<file path="src/rtl/dec_entry_pkg.sv">
// Shared types and constants for the decimal command-entry parser.
package dec_entry_pkg;

  localparam int unsigned ACC_W = 17;

  typedef enum logic [1:0] {
    S_IDLE,
    S_DIGITS,
    S_DIV,
    S_COMMIT
  } state_t;

  typedef enum logic {
    TGT_TRIG,
    TGT_CTRIG
  } target_t;

  localparam logic [7:0] CR       = 8'h0D;
  localparam logic [7:0] LF       = 8'h0A;
  localparam logic [7:0] ESC      = 8'h1B;
  localparam logic [7:0] SPACE    = 8'h20;
  localparam logic [7:0] CHAR_0   = 8'h30;
  localparam logic [7:0] CHAR_9   = 8'h39;
  localparam logic [7:0] CHAR_T   = 8'h54;
  localparam logic [7:0] CHAR_C   = 8'h43;
  localparam logic [7:0] CASE_BIT = 8'h20;

  function automatic logic is_digit(input logic [7:0] c);
    return (c >= CHAR_0) && (c <= CHAR_9);
  endfunction

  function automatic logic is_eol(input logic [7:0] c);
    return (c == CR) || (c == LF);
  endfunction

  // Case-insensitive letter match; only the letter and its lowercase map here.
  function automatic logic is_letter(input logic [7:0] c, input logic [7:0] upper);
    return (c | CASE_BIT) == (upper | CASE_BIT);
  endfunction

endpackage

</file>
<file path="src/rtl/div_const_seq.sv">
// Sequential restoring divider by a constant: one quotient bit per cycle,
// MSB first, fixed ACC_W-cycle latency after start. done_c is high during
// the cycle whose closing edge produces the final quotient bit.
module div_const_seq
  import dec_entry_pkg::*;
#(
  parameter int unsigned DIVISOR = 3
) (
  input  logic             clk,
  input  logic             rst_n,
  input  logic             start,
  input  logic [ACC_W-1:0] dividend,
  output logic             done_c,
  output logic [ACC_W-1:0] quotient
);

  localparam int unsigned REM_W = $clog2(DIVISOR + 1) + 1;
  localparam int unsigned CNT_W = $clog2(ACC_W + 1);

  logic [REM_W-1:0] rem_q;
  logic [CNT_W-1:0] cnt_q;
  logic             busy_q;
  logic [REM_W-1:0] trial_c;
  logic             ge_c;

  // Trial subtraction: shift the next dividend bit into the partial remainder.
  always_comb begin
    trial_c = {rem_q[REM_W-2:0], quotient[ACC_W-1]};
    ge_c    = trial_c >= REM_W'(DIVISOR);
    done_c  = busy_q && (cnt_q == CNT_W'(1));
  end

  // Dividend shifts out of the top of quotient while quotient bits shift in.
  always_ff @(posedge clk or negedge rst_n) begin
    if (!rst_n) begin
      rem_q    <= '0;
      cnt_q    <= '0;
      busy_q   <= 1'b0;
      quotient <= '0;
    end else if (start) begin
      rem_q    <= '0;
      cnt_q    <= CNT_W'(ACC_W);
      busy_q   <= 1'b1;
      quotient <= dividend;
    end else if (busy_q) begin
      rem_q    <= ge_c ? (trial_c - REM_W'(DIVISOR)) : trial_c;
      quotient <= {quotient[ACC_W-2:0], ge_c};
      cnt_q    <= cnt_q - CNT_W'(1);
      if (cnt_q == CNT_W'(1)) begin
        busy_q <= 1'b0;
      end
    end
  end

endmodule

</file>
<file path="src/rtl/dec_entry_parser.sv">
// Decimal command-entry parser: "T<mV>" / "C<count>" terminated by CR/LF,
// converted to binary and committed to trig_level / clk_trig_max.
// Optional character echo enabled by defining DEC_ENTRY_ECHO_EN.
module dec_entry_parser
  import dec_entry_pkg::*;
#(
  parameter int unsigned MAX_DIGITS = 5,
  parameter int unsigned OUT_W      = 12,
  parameter int unsigned TRIG_SCALE = 3
) (
  input  logic             clk,
  input  logic             rst_n,
  input  logic [7:0]       rx_data,
  input  logic             rx_valid,
  output logic             rx_ready,
  output logic [OUT_W-1:0] trig_level,
  output logic [OUT_W-1:0] clk_trig_max,
  output logic             upd,
  output logic             err,
  output logic             sat
`ifdef DEC_ENTRY_ECHO_EN
  ,
  output logic [7:0]       tx_data,
  output logic             tx_valid,
  input  logic             tx_ready
`endif
);

  localparam int unsigned CNT_W = $clog2(MAX_DIGITS + 1);
  localparam int unsigned MUL_W = ACC_W + 3;
  localparam logic [ACC_W-1:0] OUT_MAX = ACC_W'((2 ** OUT_W) - 1);

  state_t           state_q, state_d;
  target_t          target_q, target_d;
  logic [ACC_W-1:0] acc_q, acc_d;
  logic [CNT_W-1:0] cnt_q, cnt_d;
  logic [OUT_W-1:0] trig_d, ctrig_d;
  logic             upd_d, err_d, sat_d;
  logic             rdy_q, rdy_d;
  logic             accept_c;
  logic             div_start_c;
  logic             div_done_c;
  logic [ACC_W-1:0] quotient;
  logic [ACC_W-1:0] result_c;
  logic [MUL_W-1:0] acc_x10_c;

  assign accept_c = rx_valid && rx_ready;

  div_const_seq #(
    .DIVISOR (TRIG_SCALE)
  ) u_div (
    .clk      (clk),
    .rst_n    (rst_n),
    .start    (div_start_c),
    .dividend (acc_q),
    .done_c   (div_done_c),
    .quotient (quotient)
  );

  // Next-state, datapath and pulse decode.
  always_comb begin
    state_d     = state_q;
    target_d    = target_q;
    acc_d       = acc_q;
    cnt_d       = cnt_q;
    trig_d      = trig_level;
    ctrig_d     = clk_trig_max;
    upd_d       = 1'b0;
    err_d       = 1'b0;
    sat_d       = 1'b0;
    div_start_c = 1'b0;
    acc_x10_c   = {acc_q, 3'b000} + {2'b00, acc_q, 1'b0};
    result_c    = (target_q == TGT_TRIG) ? quotient : acc_q;

    case (state_q)
      S_IDLE: begin
        if (accept_c) begin
          if (is_letter(rx_data, CHAR_T)) begin
            target_d = TGT_TRIG;
            acc_d    = '0;
            cnt_d    = '0;
            state_d  = S_DIGITS;
          end else if (is_letter(rx_data, CHAR_C)) begin
            target_d = TGT_CTRIG;
            acc_d    = '0;
            cnt_d    = '0;
            state_d  = S_DIGITS;
          end else if (!(is_eol(rx_data) || (rx_data == SPACE))) begin
            err_d = 1'b1;
          end
        end
      end
      S_DIGITS: begin
        if (accept_c) begin
          if (is_digit(rx_data)) begin
            if (cnt_q == CNT_W'(MAX_DIGITS)) begin
              err_d   = 1'b1;
              state_d = S_IDLE;
            end else begin
              acc_d = ACC_W'(acc_x10_c + MUL_W'(rx_data[3:0]));
              cnt_d = cnt_q + CNT_W'(1);
            end
          end else if (is_eol(rx_data)) begin
            if (cnt_q == '0) begin
              err_d   = 1'b1;
              state_d = S_IDLE;
            end else if (target_q == TGT_TRIG) begin
              div_start_c = 1'b1;
              state_d     = S_DIV;
            end else begin
              state_d = S_COMMIT;
            end
          end else if (rx_data == ESC) begin
            state_d = S_IDLE;
          end else begin
            err_d   = 1'b1;
            state_d = S_IDLE;
          end
        end
      end
      S_DIV: begin
        if (div_done_c) begin
          state_d = S_COMMIT;
        end
      end
      S_COMMIT: begin
        if (result_c > OUT_MAX) begin
          result_c = OUT_MAX;
          sat_d    = 1'b1;
        end
        if (target_q == TGT_TRIG) begin
          trig_d = OUT_W'(result_c);
        end else begin
          ctrig_d = OUT_W'(result_c);
        end
        upd_d   = 1'b1;
        state_d = S_IDLE;
      end
      default: state_d = S_IDLE;
    endcase

    rdy_d = (state_d == S_IDLE) || (state_d == S_DIGITS);
  end

  // State, datapath and registered outputs.
  always_ff @(posedge clk or negedge rst_n) begin
    if (!rst_n) begin
      state_q      <= S_IDLE;
      target_q     <= TGT_TRIG;
      acc_q        <= '0;
      cnt_q        <= '0;
      trig_level   <= '0;
      clk_trig_max <= '0;
      upd          <= 1'b0;
      err          <= 1'b0;
      sat          <= 1'b0;
      rdy_q        <= 1'b0;
    end else begin
      state_q      <= state_d;
      target_q     <= target_d;
      acc_q        <= acc_d;
      cnt_q        <= cnt_d;
      trig_level   <= trig_d;
      clk_trig_max <= ctrig_d;
      upd          <= upd_d;
      err          <= err_d;
      sat          <= sat_d;
      rdy_q        <= rdy_d;
    end
  end

`ifdef DEC_ENTRY_ECHO_EN
  logic [7:0] echo_q;
  logic       echo_full_q;

  // One-entry echo buffer; holds off rx while a pending echo cannot drain.
  always_ff @(posedge clk or negedge rst_n) begin
    if (!rst_n) begin
      echo_q      <= '0;
      echo_full_q <= 1'b0;
    end else if (accept_c) begin
      echo_q      <= rx_data;
      echo_full_q <= 1'b1;
    end else if (echo_full_q && tx_ready) begin
      echo_full_q <= 1'b0;
    end
  end

  assign tx_data  = echo_q;
  assign tx_valid = echo_full_q;
  assign rx_ready = rdy_q && (!echo_full_q || tx_ready);
`else
  assign rx_ready = rdy_q;
`endif

endmodule

</file>
<file path="config.mk">
export PLATFORM = sky130hd
export DESIGN_NAME = dec_entry_parser
export DESIGN_NICKNAME = d
export VERILOG_FILES = /design/src/rtl/dec_entry_pkg.sv /design/src/rtl/div_const_seq.sv /design/src/rtl/dec_entry_parser.sv
export SDC_FILE = /design/constraint.sdc
export NUM_CORES = 1
export LEC_CHECK = 0
export BUFFER_PORTS_ARGS = -buffer_cell sky130_fd_sc_hd__buf_2
export CORE_MARGIN = 2
export CORE_UTILIZATION = 64
export CTS_CLUSTER_SIZE = 20
export DETAILED_ROUTE_END_ITERATION = 8
export GPL_TIMING_DRIVEN = 0
export PLACE_DENSITY = 0.85
export SETUP_SLACK_MARGIN = 0.02
export SYNTH_ARGS = -nofsm -noshare
export SYNTH_HDL_FRONTEND = slang
export SYNTH_SLANG_ARGS = --single-unit
export TNS_END_PERCENT = 50
</file>
<file path="constraint.sdc">
create_clock -name clk -period 7.39 [get_ports clk]
set_input_delay 1.1085 -clock clk [delete_from_list [all_inputs] [get_ports clk]]
set_output_delay 1.1085 -clock clk [all_outputs]
set_load 0.005 [all_outputs]
</file>
==> metrics.md <==
| Metric | Value |
|---|---|
| Run status | completed |
| Setup crit end kind | flop |
| Nets | 546 |
| DR WL/cell | 16.4 um |
| Area share of and/or/nand/nor cells after synthesis | 16.4% |
| Antenna Nets Post-Route | 0 |
| Critical path capture point | acc_q[14]$_DFFE_PN0P_ |
| Met1 GRT Util | 35.8% |
| Clk buf depth | 2 |
| Register-to-Register Setup Slack | 4.29 ns |
| Synth area leader | dfrtp_1 |
| DRT iter0 DRCs | 179 |
| DRT Pass-1 Iters | 4 |
| Largest family of logic cells by synthesized area | compound AO/OA/AOI/OAI gates |
| Clock-pin slew on the worst setup and hold paths | 0.08 ns |
| Residual DRC | 0 |
| Syn Std Cell Area | 4360 um2 |
| Setup_tns | 0 ns |
| Ys Warns | 0 |
| Synth top area cells | dfrtp_1 (44%), ha_1 (9.8%), nor2_1 (5.9%), a21oi_1 (4.4%), mux2i_1 (3.9%) |
| Max Clock Freq | 0.283 GHz |
| Clock power frac | 35.6% |
| Fin crit share | 47.8% |
| Initial antenna violation count | 0 |
| Vias in the first global route | 3,446 |
| Fill cells | 481 |
| Worst setup SP type | input pin |
| Net Count, Synth | 497 |
| Most common cell in the synthesized netlist | dfrtp_1 |
| CTS tree | done |
| Final WL | 9560 um |
| Met3 global-route usage | 5.81% |
| Slew HR | 54.2% |
| Via/cell ratio | 6.03 |
| CTS H-tree depth | 3 |
| Max IR drop VDD | 0.109 mV |
| Sequential share of the synthesized area | 43.6% |
| HP Class | flop to flop |
| Syn Area/Cell | 9.69 um2 |
| Final GP Congestion | 0.904 |
| Post-synthesis cell count | 450 |
| Combinational Power Share | 19.0% |
| Largest net degree at the start of global routing | 50 |
| Worst-margin pin slew | 0.684 ns |
| Global route overflow | 0 |
| Clock root cell | clkbuf_8 |
| P&R area growth vs syn | 13.2% |
| Met2 GRT Util | 46.4% |
| Number of port buffers | 37 |
| TritonCTS Buffers | 9 |
| CP Max Fanout | 4 |
| Worst Setup SP | rx_data[3] |
| LEAKAGE | 2.45 nW |
| Async SR Flop Fraction | 100% |
| Clock latency on the worst-skew pair | 0.37 ns |
| Clk sinks | 76 |
| Share of layout cells above drive strength 1 | 16.3% |
| Post-synth EDFFs | 0 |
| P_int | 0.845 mW |
| Kind of critical path | input pin to flop |
| DIE WIDTH | 86.5 um |
| Pwr Density | 242 nW/um2 |
| Fin area | 4940 um2 |
| Yosys cell types | 60 |
| Postcts setup bufs | 0 |
| Net switching power | 0.348 mW |
| List of most frequent post-synthesis cells | dfrtp_1 (76), nor2_1 (69), a21oi_1 (38) |
| Initial Utilization | 65.2% |
| Final setup skew | 0.00945 ns |
| Final core occ | 73.9% |
| Fin crit period | 3.53 ns |
| Top FF cell, synth | dfrtp_1 |
| Cts hold-fix bufs | 0 |
| Final HPWL DP | 6840 um |
| Most used routing layer in global routing | met2 |
| Core area | 6680 um2 |
| Unrepaired setup endpoints after global routing | no |
| Seq pwr share | 45.5% |
| Yosys reg bits | 76 |
| First-pass GRT wire length | 16,000 um |
| Area fraction in compound gates after synthesis | 17.2% |
| Worst r2r path cells | 10 |
| Switching Fraction | 29.1% |
| Placed cell areas | 4670 um2 |
| CTS-repair resized insts | 0 |
| Height of the die | 86.5 um |
| Synth Area in Adders | 10.7% |
| Area of the die | 7490 um2 |
| RR Endpoint | acc_q[14]$_DFFE_PN0P_ |
| Crit path required time | 7.64 ns |
| Via count | 3,513 |
| Mux share of post-synthesis cell area | 3.90% |
| Worst EP arrival | 3.78 ns |
| Hold Fails Final Rpt | 0 |
| Number of diodes | 0 |
| Xor/xnor share of the synthesized area | 3.21% |
| Top-area cell type share of the netlist area | 43.6% |
| Std-Cell Rows | 30 |
| Final setup violation count | 0 |
| Fin. max-slew vios | 0 |
| Total Routing Usage GR | 27.5% |
| R2R Path Start | acc_q[2]$_DFFE_PN0P_ |
| IO Pins | 39 |
| Max-cap violation count | 0 |
==> critical path, cell delays in order <==
cell and delay (ns):
buf_2 0.11, inv_1 0.08, fa_1 0.54, inv_1 0.07, fa_1 0.46, a21oi_1 0.24, o22ai_1 0.16, o31ai_1 0.46
o21ai_0 0.19, xor2_1 0.17, a22o_1 0.19
==> sequential cells by signal, summed over array words and instances, names as in the netlist <==
signal	count
u_div.busy_q	1
u_div.quotient	17
trig_level	12
u_div.rem_q	2
sat	1
cnt_q	3
target_q	1
rx_ready	1
clk_trig_max	12
state_q	2
upd	1
acc_q	17
u_div.cnt_q	5
err	1
==> area by class of cell <==
class	instances	area (um2)	share of cell area [%]
Sequential cell	76	1900	38.5
Multi-Input combinational cell	331	2240	45.4
Buffer	24	144	2.92
Timing Repair Buffer	38	215	4.36
Inverter	19	71.3	1.44
Tap cell	80	100	2.03
Clock inverter	6	138	2.79
Clock buffer	9	124	2.51
==> how the worst min path moves through the flow <==
stage / start / to / slack [ns] / cells after the start
6_report: trig_level[3]$_DFFE_PN0P_ / trig_level[3]$_DFFE_PN0P_ / 0.53 / 2
3_3_place_gp: trig_level[3]$_DFFE_PN0P_ / trig_level[3]$_DFFE_PN0P_ / 0.50 / 2
2_1_floorplan: acc_q[16]$_DFFE_PN0P_ / u_div.quotient[16]$_DFFE_PN0P_ / 0.48 / 2
5_1_grt: clk_trig_max[10]$_DFFE_PN0P_ / clk_trig_max[10]$_DFFE_PN0P_ / 0.56 / 2
4_1_cts: trig_level[3]$_DFFE_PN0P_ / trig_level[3]$_DFFE_PN0P_ / 0.53 / 2
3_5_place_dp: trig_level[10]$_DFFE_PN0P_ / trig_level[10]$_DFFE_PN0P_ / 0.51 / 2
==> kinds of logic (layout without fill, tap and decap cells) <==
kind of cell    Yosys count  after routing
simple gates            148            148
compound gates          114            114
flops                    76             76
buf+inv                  43             96
fa+ha+maj                36             36
mux                      17             17
xor+xnor                 16             16
==> cells in the final DEF (no fill, tap or decap), types with 3 or more instances in the layout <==
cell       count
xor2_1         5
mux2i_1       17
and3_1         4
o22ai_1        3
nor2b_1        4
o21ai_1       14
a21o_1         4
nand3_1        6
o21ai_0       15
clkbuf_8       9
o31ai_2        3
a211oi_1       3
a22o_1        11
buf_2         41
nor3_1         6
nor4_1         3
inv_1         19
nor2_1        69
clkbuf_1      10
dfrtp_1       76
bufinv_16      4
nand2_1       32
buf_4          3
a21oi_1       38
nand3b_1       3
ha_1          34
buf_6          5
a31oi_1        4
xnor2_1       11
==> power groups by stage <==
stage	clock [mW]	combinational (mW)	sequential, mW
after global placement	0	0.210	0.543
final	0.424	0.226	0.542
after floorplan	0	0.178	0.532
after CTS	0.424	0.229	0.541
after global routing	0.441	0.255	0.550
after detailed placement	0	0.225	0.547
==> per-stage QoR <==
step / setup slack (ns) / hold WS (ns) / power [mW] / std cells
floorplan: 4.00 / 0.477 / 0.710 / 450
global placement: 3.59 / 0.500 / 0.753 / 567
detailed placement: 3.47 / 0.512 / 0.772 / 568
CTS: 3.88 / 0.529 / 1.19 / 583
global route: 3.70 / 0.560 / 1.25 / 583
finish: 3.86 / 0.526 / 1.19 / 583
==> per-layer routing <==
metal	vias up	routed length, um
met5	-	0
met4	0	174
met3	19	459
met2	108	4800
met1	1701	4120
li1	1685	-
(Power assumes the default switching activity.)
